## config.mk

```make
export PLATFORM = sky130hd
export DESIGN_NAME = wavegen_dac
export DESIGN_NICKNAME = d
export VERILOG_FILES = /design/src/rtl/wavegen_pkg.sv /design/src/rtl/spi_dac_tx.sv /design/src/rtl/wavegen_dac.sv
export SDC_FILE = /design/constraint.sdc
export NUM_CORES = 1
export LEC_CHECK = 0
export ABC_CLOCK_PERIOD_IN_PS = 2770
export BUFFER_PORTS_ARGS = -buffer_cell sky130_fd_sc_hd__buf_2
export CORE_MARGIN = 2
export CORE_UTILIZATION = 25
export CTS_CLUSTER_SIZE = 20
export DETAILED_ROUTE_END_ITERATION = 6
export GPL_TIMING_DRIVEN = 0
export SLEW_MARGIN = 15
export SYNTH_ARGS = -nofsm -noshare
export SYNTH_HDL_FRONTEND = slang
export SYNTH_SLANG_ARGS = --single-unit
```

## constraint.sdc

```tcl
create_clock -name clk -period 2.77 [get_ports clk]
set_input_delay 0 -clock clk [delete_from_list [all_inputs] [get_ports clk]]
set_output_delay 0 -clock clk [all_outputs]
set_load 0.05 [all_outputs]
```

## src/rtl/wavegen_pkg.sv

```systemverilog
// wavegen_pkg: shared encodings, frame constants and waveform mapping for wavegen_dac
package wavegen_pkg;
  typedef enum logic [1:0] {MODE_SAW, MODE_SQUARE, MODE_TRI, MODE_DC} mode_t;
  typedef enum logic [1:0] {IDLE, LOAD, SHIFT, GAP} state_t;
  localparam int FRAME_BITS = 32;
  localparam logic [3:0] CMD_WRITE_UPDATE = 4'h3;
  localparam int GAP_CYCLES = 2;
  // t is the top 13 phase bits; triangle folds the lower 12 around the MSB
  function automatic logic [11:0] wave_sample(mode_t m, logic [12:0] t);
    return m == MODE_SAW    ? t[12:1] :
           m == MODE_SQUARE ? {12{t[12]}} :
           m == MODE_TRI    ? (t[12] ? ~t[11:0] : t[11:0]) : 12'h800;
  endfunction
endpackage

```

## src/rtl/spi_dac_tx.sv

```systemverilog
// spi_dac_tx: SCK divider and 32-bit MSB-first shifter with chip select and done pulse
module spi_dac_tx
  import wavegen_pkg::*;
#(
  parameter int N = 3
) (
  input  logic                  clk,
  input  logic                  rst,
  input  logic                  start,
  input  logic [FRAME_BITS-1:0] data,
  output logic                  mosi,
  output logic                  sck,
  output logic                  cs,
  output logic                  tick,
  output logic                  done
);
  localparam int DW = $clog2(N + 1);
  localparam int HW = $clog2(2 * FRAME_BITS);
  logic [DW-1:0] div;
  logic [HW-1:0] hc;
  logic [FRAME_BITS-1:0] sr;
  logic tk;
  assign tk = !cs && div == DW'(N - 1);
  assign done = tk && sck && hc == HW'(2 * FRAME_BITS - 1);
  // mosi moves on the falling SCK edge so it is stable for a full period around each rise
  always_ff @(posedge clk) begin
    if (!rst) begin
      cs <= 1'b1;
      sck <= 1'b0;
      mosi <= 1'b0;
      tick <= 1'b0;
      div <= '0;
      hc <= '0;
      sr <= '0;
    end else begin
      tick <= tk;
      if (start) begin
        cs <= 1'b0;
        sr <= data;
        mosi <= data[FRAME_BITS-1];
        div <= '0;
        hc <= '0;
      end else if (tk) begin
        div <= '0;
        hc <= hc + HW'(1);
        sck <= ~sck;
        if (sck) begin
          sr <= {sr[FRAME_BITS-2:0], 1'b0};
          mosi <= done ? 1'b0 : sr[FRAME_BITS-2];
          cs <= done;
        end
      end else if (!cs) begin
        div <= div + DW'(1);
      end
    end
  end
endmodule

```

## src/rtl/wavegen_dac.sv

```systemverilog
// wavegen_dac: multi-channel phase-accumulator waveform generator driving an SPI DAC
// Define WAVEGEN_SAMPLE_OUT_EN to expose sample_out/chan_out/sample_vld.
module wavegen_dac
  import wavegen_pkg::*;
#(
  parameter int N = 3,
  parameter int CHANNELS = 4,
  parameter int PW = 16
) (
  input  logic          clk,
  input  logic          rst,
  input  logic          en,
  input  logic [1:0]    mode,
  input  logic [PW-1:0] step,
  output logic          spi_mosi,
  output logic          spi_sck,
  output logic          dac_cs,
  output logic          dac_clr,
  output logic          cs_test,
  output logic          clk_test
`ifdef WAVEGEN_SAMPLE_OUT_EN
  ,
  output logic [11:0]   sample_out,
  output logic [1:0]    chan_out,
  output logic          sample_vld
`endif
);
  localparam logic [PW-1:0] OFS = PW'((2 ** PW) / CHANNELS);
  state_t state;
  mode_t mode_q;
  logic [PW-1:0] acc, step_q;
  logic [1:0] ch, gcnt;
  logic [12:0] ph;
  logic [11:0] smp;
  logic [FRAME_BITS-1:0] word;
  logic done, last;
  assign ph = 13'((acc + OFS * PW'(ch)) >> (PW - 13));
  // channel 0 uses the live mode since it is latched on this same LOAD
  assign smp = wave_sample(ch == 2'd0 ? mode_t'(mode) : mode_q, ph);
  assign word = {8'h00, CMD_WRITE_UPDATE, 2'b00, ch, smp, 4'h0};
  assign last = ch == 2'(CHANNELS - 1);
  spi_dac_tx #(.N(N)) u_tx (
    .clk(clk),
    .rst(rst),
    .start(state == LOAD),
    .data(word),
    .mosi(spi_mosi),
    .sck(spi_sck),
    .cs(dac_cs),
    .tick(clk_test),
    .done(done)
  );
  always_ff @(posedge clk) begin
    if (!rst) begin
      state <= IDLE;
      acc <= '0;
      step_q <= '0;
      mode_q <= MODE_SAW;
      ch <= '0;
      gcnt <= '0;
      cs_test <= 1'b0;
      dac_clr <= 1'b0;
    end else begin
      dac_clr <= 1'b1;
      cs_test <= 1'b0;
      case (state)
        IDLE: state <= en ? LOAD : IDLE;
        LOAD: begin
          state <= SHIFT;
          cs_test <= ch == 2'd0;
          if (ch == 2'd0) begin
            mode_q <= mode_t'(mode);
            step_q <= step;
          end
        end
        SHIFT: begin
          state <= done ? GAP : SHIFT;
          gcnt <= '0;
        end
        default: begin
          gcnt <= gcnt + 2'd1;
          if (gcnt == 2'(GAP_CYCLES - 1)) begin
            if (last) acc <= acc + step_q;
            ch <= (last || !en) ? 2'd0 : ch + 2'd1;
            state <= en ? LOAD : IDLE;
          end
        end
      endcase
    end
  end
`ifdef WAVEGEN_SAMPLE_OUT_EN
  always_ff @(posedge clk) begin
    if (!rst) begin
      sample_out <= '0;
      chan_out <= '0;
      sample_vld <= 1'b0;
    end else begin
      sample_vld <= state == LOAD;
      if (state == LOAD) begin
        sample_out <= smp;
        chan_out <= ch;
      end
    end
  end
`endif
endmodule

```

==> impl_metrics.yaml <==
status:
  status: "finished, final reports clean"
cells_and_area:
  syn2layout_area_growth_pct: 20.71
  multi_input_area_um2: 2536
  nFillCells: 1842
  drive_above_1_share: 0.1007
  final_cell_area_um2: 5200
  fin_nets: 629
  seq_area_um2: 1622
  num_antenna_cells: 0
worst_setup_path:
  required_ns: 2.99
  crit_type: "reg2reg"
  arrival_ns: 2.79
  critPathSlowestCell: "fa_1"
  r2r_start: "acc[0]"
  crit_family: "compound AO/OA/AOI/OAI gates"
  reg2reg_to: "acc[14]"
  cp-start-kind: "flop"
  cp_cell_sequence: "ha_1 > fa_1 > a211oi_2 > o21bai_1 > a221o_2 > a221oi_2 > mux2i_1 > nand3_1"
  slowest_delay_ns: 0.44
  end_kind: "flop"
  critPathMaxFanout: 3
  setup.worst_path.start: "acc[0]"
  path_buf_inv: 0
  r2r_cells: 8
  r2r_slack_ns: 0.21
synthesis:
  yosysUniqueCellTypes: 51
  synth_edf_count: 0
  async_flop_share: 0
  yosys_warnings: 0
  synth_area_um2: 4308
  synth-seq-cells: 81
  ys_seq_area_frac: 0.3764
  syn_avg_cell_area_um2: 8.190
  synthFlopType: "dfxtp_1"
  synth_cells: 526
  syn_nets: 573
floorplanning:
  start_util: 0.2579
  io_pins: 27
  core-area_um2: 16700
  rows: 47
  dieArea_um2: 18300
  die_y_um: 135.3
  fp.dieW_um: 135.3
sta:
  setup-violations-final: 0
  tns_ns: 0
  fin_skew_ns: 0.003315
  rsz0062_at_grt: "no"
  tightest_slew_ns: 0.6076
  slew-limit-headroom: 0.5920
  hold_viol_final: 0
  finalCriticalPeriod_ns: 2.563
  timing.final.crit_share: 0.9252
  timing.fmax_mhz: 390.2
  drv_slew: 0
cts:
  numClockSinks: 81
  cts_tree: "yes"
  cts_buffer_depth: 2
  worstSkewPairLatency_ns: 0.34
  h-tree-depth: 3
  cts_buffers: 9
  clk_pin_slew_ns: 0.06
  root_buffer: "clkbuf_16"
global_route:
  overflow: 0
  grt_pass1_vias: 3574
  grt_pass1_wl_um: 17220
  grt_max_degree: 13
  antenna_found_initial: 0
  grtUsageTotal: 0.1194
placed_design:
  dp_hpwl_um: 7366
  placed_cell_area_um2: 4713
  globalplace.congestion: 0.7638
  io_buffers: 26
detailed_routing:
  drtPass1Iterations: 4
  routed_wirelength_um: 10350
  wl_per_cell_um: 12.84
  num_vias: 3710
  remaining_drc_errors: 0
  antenna_left: 0
  initialDrtViolationCount: 169
  via_per_inst: 4.603
hold_path:
  min_to: "state[0]"
  hold_path.class: "in2reg"
  hp-start: "en"
  hold_depth: 4
power:
  powerDensity_nw_per_um2: 641.3
  static-leakage-power_nw: 2.026
  peakVddDrop_uv: 311.1
flow_run:
  cap_violations: 0
-- metrics by stage --
| stage | cells | setup WS, ns | power (mW) | util | hold WS (ns) |
|---|---|---|---|---|---|
| global route | 806 | 0.06807 | 3.534 | 0.3114 | 0.1391 |
| finish | 806 | 0.2073 | 3.335 | 0.3114 | 0.1094 |
| global placement | 772 | 0.2118 | 2.141 | 0.2822 | 0.2250 |
| floorplan | 526 | 0.4702 | 1.936 | - | 0.02772 |
| detailed placement | 772 | 0.2151 | 2.146 | 0.2822 | 0.2123 |
| CTS | 806 | 0.1942 | 3.383 | 0.3114 | 0.09581 |
-- timing repair --
item / in CTS / in global routing
endpoints found under the hold margin: 19 / 0
resized for setup: 0 / 0
endpoints found under the setup margin: 0 / 0
hold buffers: 19 / 0
setup buffers: 0 / 0
-- cell usage after synthesis, types with 2 or more instances --
master    number  area share
clkbuf_1      17       0.015
inv_1         10      0.0087
dfxtp_1       81        0.38
or4_1          2      0.0035
and2_1        13       0.019
nand3_1       14       0.016
mux2_2         2      0.0052
buf_2          9       0.010
o21bai_1       2      0.0035
a21oi_1       46       0.053
mux2i_1       13       0.030
and3_1        10       0.015
o21a_1        15       0.026
nand2_1      117        0.10
nor2_1        15       0.013
nor2b_1        5      0.0073
nand3b_1       6       0.010
o21ai_0       29       0.034
xor2_1         9       0.018
nor3_1         2      0.0023
xnor2_1       10       0.020
o22ai_1        6      0.0087
a21o_1         4      0.0070
a21boi_0      18       0.031
o211ai_1       7       0.012
a211oi_1       4      0.0070
nand2b_1       3      0.0044
nor3b_1        3      0.0052
and3b_1        2      0.0041
ha_1          25       0.073
a22oi_1        6       0.010
a31oi_1        2      0.0029
-- cells by family (layout without fill, tap and decap cells) --
group	after synthesis	after routing	synth area share
adder cells (fa/ha/maj)	26	26	0.07726
flip-flops	81	81	0.3764
buffers and inverters	37	97	0.03485
multiplexers	16	16	0.03863
AND/OR/NAND/NOR	200	200	0.2167
AO/OA/AOI/OAI	146	146	0.2138
XOR/XNOR	20	20	0.04241
-- placed cells by master (no fill, tap or decap), types with 7 or more instances in the layout --
cell type and n:
nand2_1 117, dfxtp_1 81, a21oi_1 46, buf_2 35, o21ai_0 29, ha_1 25
dlygate4sd3_1 19, clkbuf_1 18, a21boi_0 18, nor2_1 15, o21a_1 15, nand3_1 14
and2_1 13, mux2i_1 13, inv_1 10, xnor2_1 10, and3_1 10, xor2_1 9
clkbuf_16 9, o211ai_1 7
-- how the worst max path moves through the flow --
stage,to,slack [ns],cells after the start
6_report,acc[14],0.21,8
5_1_grt,acc[14],0.07,8
4_1_cts,acc[14],0.19,8
3_5_place_dp,acc[14],0.22,8
3_3_place_gp,acc[14],0.21,8
2_1_floorplan,acc[14],0.47,8
-- flip-flops by register name, indices dropped and copies added (netlist names) --
name,count
ch,2
gcnt,2
u_tx.tick,1
step_q,16
acc,16
mode_q,2
u_tx.sr,27
u_tx.mosi,1
cs_test,1
u_tx.cs,1
state,2
u_tx.div,2
dac_clr,1
u_tx.sck,1
u_tx.hc,6
-- layout make-up --
class / instances / area share
multi-input combinational: 408 / 0.4877
sequential: 81 / 0.3118
timing repair buffer: 45 / 0.06160
tap: 220 / 0.05294
clock buffer: 12 / 0.04933
buffer: 27 / 0.02166
clock inverter: 3 / 0.007700
inverter: 10 / 0.007218
-- worst reg2reg max path: cells and delay by family (launching register included) --
kind / cells / cell delay, ns
adder cells (fa/ha/maj): 2 / 0.67
multiplexers: 1 / 0.23
flip-flops: 1 / 0.31
AO/OA/AOI/OAI: 4 / 1.17
AND/OR/NAND/NOR: 1 / 0.08
-- metal layers --
metal  wire [um]  vias to the layer above  global-route usage
met5           0                        -                   0
met4         172                        0             0.04051
met3         333                       15             0.02993
met2        4826                       55              0.2011
met1        5013                     1692              0.1490
li1            -                     1948                   -
-- report_power, final --
| part | switching [mW] | total (mW) | internal [mW] |
|---|---|---|---|
| logic | 0.470 | 0.761 | 0.291 |
| clock network | 0.456 | 1.19 | 0.739 |
| registers | 0.0850 | 1.38 | 1.29 |
Power figures use the tool's default switching activity.
